$ cat config.mk
export PLATFORM = sky130hd
export DESIGN_NAME = binary_to_decimal_converter_flat
export DESIGN_NICKNAME = d
export VERILOG_FILES = /design/src/rtl/binary_to_decimal_converter_if.sv /design/src/rtl/binary_to_decimal_converter.sv /design/src/flat_wrapper.sv
export SDC_FILE = /design/constraint.sdc
export NUM_CORES = 1
export LEC_CHECK = 0
export ABC_AREA = 1
export CORE_UTILIZATION = 41
export DETAILED_ROUTE_END_ITERATION = 8
export PLACE_DENSITY = 0.71
export SLEW_MARGIN = 0
export SYNTH_ARGS = -nofsm -noshare
export SYNTH_HDL_FRONTEND = slang
export SYNTH_SLANG_ARGS = --single-unit
$ cat constraint.sdc
create_clock -name clock -period 1.2 [get_ports clock]
set_input_delay 0.18 -clock clock [delete_from_list [all_inputs] [get_ports clock]]
set_output_delay 0.18 -clock clock [all_outputs]
set_load 0.01 [all_outputs]
$ cat src/rtl/binary_to_decimal_converter_if.sv
// Handshake and digit bus between a binary source, the BCD converter and the display.
// The master drives the operand and start; the slave returns status and the four digits.
interface binary_to_decimal_converter_if #(
    parameter int unsigned WIDTH = 8
);
    logic [WIDTH-1:0] value;
    logic             start;
    logic             busy;
    logic             done;
    logic [3:0]       digit_1;
    logic [3:0]       digit_2;
    logic [3:0]       digit_3;
    logic [3:0]       digit_4;

    modport master (
        output value, start,
        input  busy, done, digit_1, digit_2, digit_3, digit_4
    );

    modport slave (
        input  value, start,
        output busy, done, digit_1, digit_2, digit_3, digit_4
    );
endinterface

$ cat src/rtl/binary_to_decimal_converter.sv
// Sequential binary-to-BCD converter (shift-and-add-3), one operand bit per clock.
// Digits are only replaced on the completion edge, so the display never sees partial results.
module binary_to_decimal_converter #(
    parameter int unsigned WIDTH = 8,
    parameter bit          AUTO  = 1'b0
) (
    input logic                          clock,
    input logic                          reset,
    binary_to_decimal_converter_if.slave bus
);
    localparam int unsigned W = 16 + WIDTH;

    typedef enum logic {IDLE, SHIFT} state_t;

    state_t           state_q, state_n;
    logic [W-1:0]     work_q, work_n;
    logic [W-1:0]     adjusted;
    logic [W-1:0]     shifted;
    logic [3:0]       count_q, count_n;
    logic [WIDTH-1:0] last_q, last_n;
    logic             busy_q, busy_n;
    logic             done_q, done_n;
    logic [15:0]      digits_q, digits_n;
    logic             trigger;

    // Each BCD nibble is corrected on its own; no carry crosses nibble boundaries.
    always_comb begin
        adjusted = work_q;
        for (int unsigned i = 0; i < 4; i++) begin
            if (work_q[WIDTH + 4*i +: 4] >= 4'd5)
                adjusted[WIDTH + 4*i +: 4] = work_q[WIDTH + 4*i +: 4] + 4'd3;
        end
    end

    assign shifted = {adjusted[W-2:0], 1'b0};
    assign trigger = AUTO ? (bus.value != last_q) : bus.start;

    always_comb begin
        state_n  = state_q;
        work_n   = work_q;
        count_n  = count_q;
        last_n   = last_q;
        busy_n   = busy_q;
        done_n   = 1'b0;
        digits_n = digits_q;
        case (state_q)
            IDLE: begin
                if (trigger) begin
                    work_n  = {16'b0, bus.value};
                    last_n  = bus.value;
                    count_n = 4'(WIDTH);
                    busy_n  = 1'b1;
                    state_n = SHIFT;
                end
            end
            SHIFT: begin
                work_n  = shifted;
                count_n = count_q - 4'd1;
                if (count_q == 4'd1) begin
                    digits_n = shifted[W-1:WIDTH];
                    done_n   = 1'b1;
                    busy_n   = 1'b0;
                    state_n  = IDLE;
                end
            end
            default: state_n = IDLE;
        endcase
    end

    always_ff @(posedge clock or negedge reset) begin
        if (!reset) begin
            state_q  <= IDLE;
            work_q   <= '0;
            count_q  <= '0;
            last_q   <= '0;
            busy_q   <= 1'b0;
            done_q   <= 1'b0;
            digits_q <= '0;
        end else begin
            state_q  <= state_n;
            work_q   <= work_n;
            count_q  <= count_n;
            last_q   <= last_n;
            busy_q   <= busy_n;
            done_q   <= done_n;
            digits_q <= digits_n;
        end
    end

    assign bus.busy    = busy_q;
    assign bus.done    = done_q;
    assign bus.digit_1 = digits_q[15:12];
    assign bus.digit_2 = digits_q[11:8];
    assign bus.digit_3 = digits_q[7:4];
    assign bus.digit_4 = digits_q[3:0];
endmodule
$ cat src/flat_wrapper.sv
// flat-port wrapper written by rule: the top's interface ports become plain ports
module binary_to_decimal_converter_flat 
#(
    parameter int unsigned WIDTH = 8,
    parameter bit          AUTO  = 1'b0
)
  (clock, reset, bus_value, bus_start, bus_busy, bus_done, bus_digit_1, bus_digit_2, bus_digit_3, bus_digit_4);
  binary_to_decimal_converter_if #(.WIDTH(WIDTH)) bus_i ();
  input logic clock;
  input logic reset;
  input wire logic [$bits(bus_i.value)-1:0] bus_value;
  input wire logic [$bits(bus_i.start)-1:0] bus_start;
  output wire logic [$bits(bus_i.busy)-1:0] bus_busy;
  output wire logic [$bits(bus_i.done)-1:0] bus_done;
  output wire logic [$bits(bus_i.digit_1)-1:0] bus_digit_1;
  output wire logic [$bits(bus_i.digit_2)-1:0] bus_digit_2;
  output wire logic [$bits(bus_i.digit_3)-1:0] bus_digit_3;
  output wire logic [$bits(bus_i.digit_4)-1:0] bus_digit_4;
  assign bus_i.value = bus_value;
  assign bus_i.start = bus_start;
  assign bus_busy = bus_i.busy;
  assign bus_done = bus_i.done;
  assign bus_digit_1 = bus_i.digit_1;
  assign bus_digit_2 = bus_i.digit_2;
  assign bus_digit_3 = bus_i.digit_3;
  assign bus_digit_4 = bus_i.digit_4;
  binary_to_decimal_converter #(.WIDTH(WIDTH), .AUTO(AUTO)) u_core (.clock(clock), .reset(reset), .bus(bus_i));
endmodule
==> impl_metrics.env, run 1 <==
export IMPL_status="complete, but fails checks"
export IMPL_violations="setup timing"
export IMPL_antenna_found_initial=0
export IMPL_reg2reg_slack_ns=-0.06
export IMPL_cp_top_family="flip-flops"
export IMPL_cts_root_buffer="clkbuf_8"
export IMPL_synth_top_family_by_area="simple AND/OR/NAND/NOR gates"
export IMPL_gp_congestion=0.811
export IMPL_grt_pass1_wl_um=8180
export IMPL_via_per_inst=5.05
export IMPL_syn_inst=264
export IMPL_worst_ep_arrival_time_ns=1.45
export IMPL_yosys_warnings=0
export IMPL_critical_path_most_common_cell="inv_2"
export IMPL_post_place_ws_ns=-0.0969
export IMPL_top_layer="met4"
export IMPL_fp_row_count=26
export IMPL_rr_worst_depth=7
export IMPL_setup_viol=9
export IMPL_wl_met1_um=2360
export IMPL_fmax_ghz=0.797
export IMPL_grt_pass1_vias=1899
export IMPL_route_detailed_drc=0
export IMPL_clkTransAtPathRegs_ns=0.09
export IMPL_wl_met3_um=200
export IMPL_cts_max_level=2
export IMPL_synthFlopType="dfrtp_1"
export IMPL_crit_cells=7
export IMPL_final_setup_worst_slack_ns=-0.0554
export IMPL_ys_seq_elements=47
export IMPL_synthAdderAreaFrac_pct=5.62
export IMPL_synth_simple_area_share_pct=28.1
export IMPL_cts_tree="built"
export IMPL_dieArea_um2=5730
export IMPL_synth_edf_count=0
export IMPL_grt_total_usage_pct=19.3
export IMPL_portBuffers=28
export IMPL_synth_top_area_share_pct=52.8
export IMPL_wl_um=5410
export IMPL_clk_latency_ns=0.30
export IMPL_holdWs_ns=0.383
export IMPL_place_area_um2=2760
export IMPL_drtAntennaViolNets=0
export IMPL_yosys_top_cells_area="dfrtp_1, nand2_1, nand3_1"
export IMPL_skew_ns=0.0103
export IMPL_postLayoutCellArea_um2=3170
export IMPL_overflow=0
export IMPL_synth_top_area_cell="dfrtp_1"
export IMPL_final_util_pct=61.2
export IMPL_ys_seq_area_share_pct=52.8
export IMPL_numCtsBuffers=5
export IMPL_synth_common_cells="nand2_1, dfrtp_1, nand3_1"
export IMPL_cellLeakagePower_uw=0.00158
export IMPL_min_path_type="primary input to asynchronous set/reset pin"
export IMPL_drive_above_1_share_pct=31.7
export IMPL_hold_violations=0
export IMPL_path_cells="inv_2, ha_4, inv_2, nand2_4, nand4_1, nand3_2, nand2_1"
export IMPL_peakVddDrop_mv=1.20
export IMPL_synth_cell_types=18
export IMPL_path_class="flip-flop to flip-flop"
export IMPL_synth_most_common_cell="nand2_1"
export IMPL_power_density_nw_per_um2=2880
export IMPL_startpoint="u_core.work_q[16]"
export IMPL_maxCapViolCount=0
export IMPL_path_buf_inv=2
export IMPL_cts_buffer_depth=2
export IMPL_vias=1994
export IMPL_detail_route_wl_per_cell_um=13.7
export IMPL_postSynthAreaPerCell_um2=8.43
export IMPL_slew_headroom_pct=80.9
export IMPL_endpoint_kind="flip-flop"
export IMPL_fillers=436
export IMPL_start_util_pct=43.0
export IMPL_synthArstFlopShare_pct=100
export IMPL_synthMuxAreaShare_pct=0
export IMPL_required_ns=1.40
export IMPL_synthXorXnorAreaFrac_pct=0.393
export IMPL_die_w_um=75.7
export IMPL_synth_compound_area_share_pct=6.46
export IMPL_fin_crit_sh_pct=105
export IMPL_syn_to_final_growth_pct=42.2
export IMPL_crit_path_top_delay_cell="dfrtp_1"
export IMPL_firstDrtPassIters=4
export IMPL_worstSetupEndpoint="u_core.digits_q[10]"
export IMPL_fin_total_pwr_uw=9120
export IMPL_fin_nets=345
export IMPL_tightest_slew_ns=0.286
export IMPL_synth_area_um2=2230
export IMPL_core_um2=5170
export IMPL_regToRegStartpoint="u_core.work_q[16]"
export IMPL_drt_initial_drc_count=89
export IMPL_dr_wl_met2_um=2820
export IMPL_critical_path_max_stage_delay_ns=0.44
export IMPL_io_pins=29
export IMPL_timing_rr_end="u_core.digits_q[10]"
export IMPL_antenna_cells=0
export IMPL_path_max_fanout=5
export IMPL_period_needed_ns=1.26
export IMPL_start_kind="flip-flop"
export IMPL_dp_hpwl_um=3270
export IMPL_grt_max_degree=48
export IMPL_maxSlewViolCount=0
export IMPL_rsz0062_at_grt="true"
export IMPL_cts_sinks=47
export IMPL_syn_nets=285
export IMPL_die_h_um=75.7
metal layers:
| metal | up-vias | global-route usage, % |
|---|---|---|
| met1 | 956 | 23.6 |
| met3 | 4 | 4.76 |
| met5 | - | 0 |
| li1 | 987 | - |
| met2 | 47 | 33.1 |
| met4 | 0 | 7.41 |
how the worst min path moves through the flow:
stage               start            endpoint  slack, ns
floorplan           reset     u_core.bus.busy      -0.12
global placement    reset   u_core.work_q[10]       0.18
detailed placement  reset   u_core.work_q[10]       0.18
CTS                 reset  u_core.digits_q[7]       0.39
global route        reset  u_core.digits_q[7]       0.41
finish              reset   u_core.work_q[10]       0.38
final cells by class:
cell class / count / area (um^2) / area share, %
timing repair buffer: 60 / 542 / 17.1
inverter: 26 / 103 / 3.24
clock inverter: 3 / 20.0 / 0.632
clock buffer: 5 / 68.8 / 2.17
multi-input combinational: 184 / 1170 / 36.9
tap: 70 / 87.6 / 2.77
sequential: 47 / 1180 / 37.2
power by group:
part           leakage, uW  internal [uW]  switching (uW)
clock            0.0000402            406             562
sequential        0.000583           2350             549
combinational     0.000953           2330            2930
total              0.00158           5080            4040
worst reg2reg max path: cells and delay by family, from the launching register on:
family | cells | cell delay (ns)
adder cells (fa/ha/maj) | 1 | 0.13
buffers and inverters | 2 | 0.15
AND/OR/NAND/NOR | 4 | 0.44
flip-flops | 1 | 0.44
sequential cells by signal, summed over array words and instances, names as in the netlist:
signal and count:
u_core.work_q 24, u_core.digits_q 16, u_core.count_q 4, u_core.bus.busy 1, u_core.bus.done 1, u_core.state_q 1
metrics by stage:
stage	setup TNS, ns	cells
after global routing	-1.17	395
final	-0.188	395
after CTS	0	390
after floorplan	0	264
after global placement	-0.568	379
after detailed placement	-1.49	379
kinds of logic (layout without fill, tap and decap cells):
kind of cell | after synthesis | in the layout
and+or+nand+nor | 147 | 147
adders and majority gates | 10 | 10
AOI/OAI and AO/OA | 26 | 26
buffers and inverters | 33 | 94
xor gates and xnor gates | 1 | 1
DFF | 47 | 47
repair_timing:
action                                  CTS  global route
hold endpoints to repair                 47             0
buffers inserted                          2             5
gates resized for setup                  40            62
endpoints found under the setup margin   44            35
gates cloned                              0             0
hold buffers                              1             0
pin swaps                                 3            30
cells in the final DEF, fill, tap and decap left out, drive strengths merged:
cell,netlist,routed
clkdlybuf4s15,0,1
clkinv,0,1
nand4,9,9
o21ai,17,17
clkinvlp,0,2
nand2,96,96
nand3,35,35
nor2,7,7
buf,7,32
clkbuf,0,5
clkdlybuf4s50,0,9
dlygate4sd3,0,1
dlygate4sd2,0,17
o211ai,2,2
xnor2,1,1
ha,10,10
inv,26,26
o22ai,7,7
dfrtp,47,47
(Power assumes the default switching activity.)
==> inputs of run 2 (changes only) <==
- CORE_ASPECT_RATIO: not set -> 1.75
- SLEW_MARGIN: 0 -> not set
==> impl_metrics.env, run 2 (synthesis results as in run 1) <==
export IMPL_status="complete, but fails checks"
export IMPL_violations="DRC, setup timing"
export IMPL_wl_um=5600
export IMPL_p_seq_share_pct=32.0
export IMPL_rr_worst_depth=6
export IMPL_via_per_inst=5.34
export IMPL_antenna_cells=0
export IMPL_path_buf_inv=2
export IMPL_fin_crit_sh_pct=103
export IMPL_maxCapViolCount=0
export IMPL_largest_reg_flops=24
export IMPL_path_class="flip-flop to flip-flop"
export IMPL_cellLeakagePower_uw=0.00160
export IMPL_cts_max_level=2
export IMPL_die_w_um=57.7
export IMPL_power_frac_comb_pct=57.7
export IMPL_overflow=0
export IMPL_fp_row_count=35
export IMPL_rsz0062_at_grt="true"
export IMPL_fmax_ghz=0.811
export IMPL_drtAntennaViolNets=0
export IMPL_hold_violations=0
export IMPL_numCtsBuffers=5
export IMPL_crit_cells=6
export IMPL_endpoint_kind="flip-flop"
export IMPL_antenna_found_initial=0
export IMPL_slew_headroom_pct=79.1
export IMPL_maxSlewViolCount=0
export IMPL_skew_ns=0.00659
export IMPL_gp_congestion=0.871
export IMPL_fin_total_pwr_uw=9250
export IMPL_power_density_nw_per_um2=2890
export IMPL_p_clk_share_pct=10.4
export IMPL_route_detailed_drc=2
export IMPL_core_um2=5260
export IMPL_critical_path_most_common_cell="nand2_1"
export IMPL_p_sw_share_pct=43.9
export IMPL_grt_max_degree=48
export IMPL_dp_hpwl_um=3330
export IMPL_timing_rr_end="u_core.digits_q[9]"
export IMPL_path_cells="inv_2, ha_4, nand3_4, clkbuf_16, nand2_1, nand2_1"
export IMPL_start_kind="flip-flop"
export IMPL_firstDrtPassIters=6
export IMPL_cp_top_family="flip-flops"
export IMPL_grt_total_usage_pct=19.6
export IMPL_critical_path_max_stage_delay_ns=0.38
export IMPL_cts_root_buffer="clkbuf_8"
export IMPL_min_path_type="primary input to asynchronous set/reset pin"
export IMPL_grt_pass1_wl_um=8740
export IMPL_regMostFlops="u_core.work_q"
export IMPL_p_sw_uw=4060
export IMPL_cts_tree="built"
export IMPL_cts_sinks=47
export IMPL_setup_viol=8
export IMPL_final_setup_worst_slack_ns=-0.0332
export IMPL_path_max_fanout=6
export IMPL_portBuffers=28
export IMPL_reg2reg_slack_ns=-0.03
export IMPL_io_pins=29
export IMPL_holdWs_ns=0.373
export IMPL_worst_ep_arrival_time_ns=1.43
export IMPL_top_regs="u_core.work_q x24, u_core.digits_q x16, u_core.count_q x4"
export IMPL_die_h_um=99.5
export IMPL_tightest_slew_ns=0.314
export IMPL_syn_to_final_growth_pct=43.9
export IMPL_cts_buffer_depth=2
export IMPL_crit_path_top_delay_cell="dfrtp_1"
export IMPL_detail_route_wl_per_cell_um=14.6
export IMPL_peakVddDrop_mv=1.23
export IMPL_clkTransAtPathRegs_ns=0.09
export IMPL_grt_pass1_vias=2010
export IMPL_dieArea_um2=5740
export IMPL_regToRegStartpoint="u_core.count_q[1]"
export IMPL_vias=2045
export IMPL_layout_common_cells="nand2_1, dfrtp_1, buf_4, nand3_1, nand2_2"
export IMPL_period_needed_ns=1.23
export IMPL_drive_above_1_share_pct=33.5
export IMPL_final_util_pct=61.0
export IMPL_required_ns=1.40
export IMPL_drt_initial_drc_count=65
export IMPL_clk_latency_ns=0.30
export IMPL_intPower_uw=5190
export IMPL_post_place_ws_ns=-0.0957
export IMPL_layout_commonest_cell="nand2_1"
export IMPL_fin_nets=348
export IMPL_start_util_pct=42.4
run 2: worst max-delay path by stage:
| stage | start | to | slack [ns] |
|---|---|---|---|
| floorplan | u_core.work_q[12] | u_core.digits_q[5] | 0.02 |
| global placement | u_core.work_q[16] | u_core.digits_q[10] | -0.04 |
| detailed placement | u_core.work_q[16] | u_core.work_q[18] | -0.1 |
| CTS | u_core.work_q[16] | u_core.digits_q[10] | 0.0001 |
| global route | u_core.count_q[2] | u_core.digits_q[10] | -0.1 |
| finish | u_core.count_q[1] | u_core.digits_q[9] | -0.03 |
run 2: metrics by stage:
step | instances | cell area (um^2) | TNS, ns
finish | 383 | 3200 | -0.0932
global route | 383 | 3200 | -1.52
CTS | 374 | 2870 | 0
detailed placement | 361 | 2700 | -1.30
global placement | 361 | 2700 | -0.455
floorplan | 264 | 2230 | 0
run 2: cell type report:
| class | count | area (um^2) |
|---|---|---|
| Tap cell | 55 | 68.8 |
| Timing Repair Buffer | 63 | 601 |
| Fill cell | 440 | 2050 |
| Sequential cell | 47 | 1180 |
| Inverter | 26 | 103 |
| Clock inverter | 2 | 12.5 |
| Multi-Input combinational cell | 184 | 1170 |
| Clock buffer | 6 | 72.6 |
run 2: worst min-delay path: cells and delay by family:
family	cells	cell delay, ns
buffers and inverters	3	0.88
run 2: per-layer routing:
metal / track usage (%) / part of all wire (%)
met1: 23.4 / 38
met3: 1.95 / 3.3
met2: 35.0 / 55
met5: 0 / 0
met4: 8.42 / 3.0
run 2: power groups by stage:
stage / registers, uW / logic, uW / clock network, uW
finish: 2960 / 5330 / 959
global route: 3050 / 5910 / 1020
CTS: 2830 / 4180 / 982
detailed placement: 2840 / 4080 / 0
global placement: 2820 / 3960 / 0
floorplan: 2900 / 2370 / 0
run 2: repair_timing:
item                                    in CTS  in global routing
gates cloned                                 0                  3
hold buffers                                 1                  0
endpoints found under the setup margin      43                 33
pin swaps                                    3                 28
hold endpoints to repair                    47                  0
buffers inserted                             4                  6
gates resized for setup                     39                 73
==> inputs of run 3 (changes only) <==
- GPL_TIMING_DRIVEN: not set -> 1
==> results of run 3 <==
The final DEF is identical to that of run 2; final timing and power are the same.
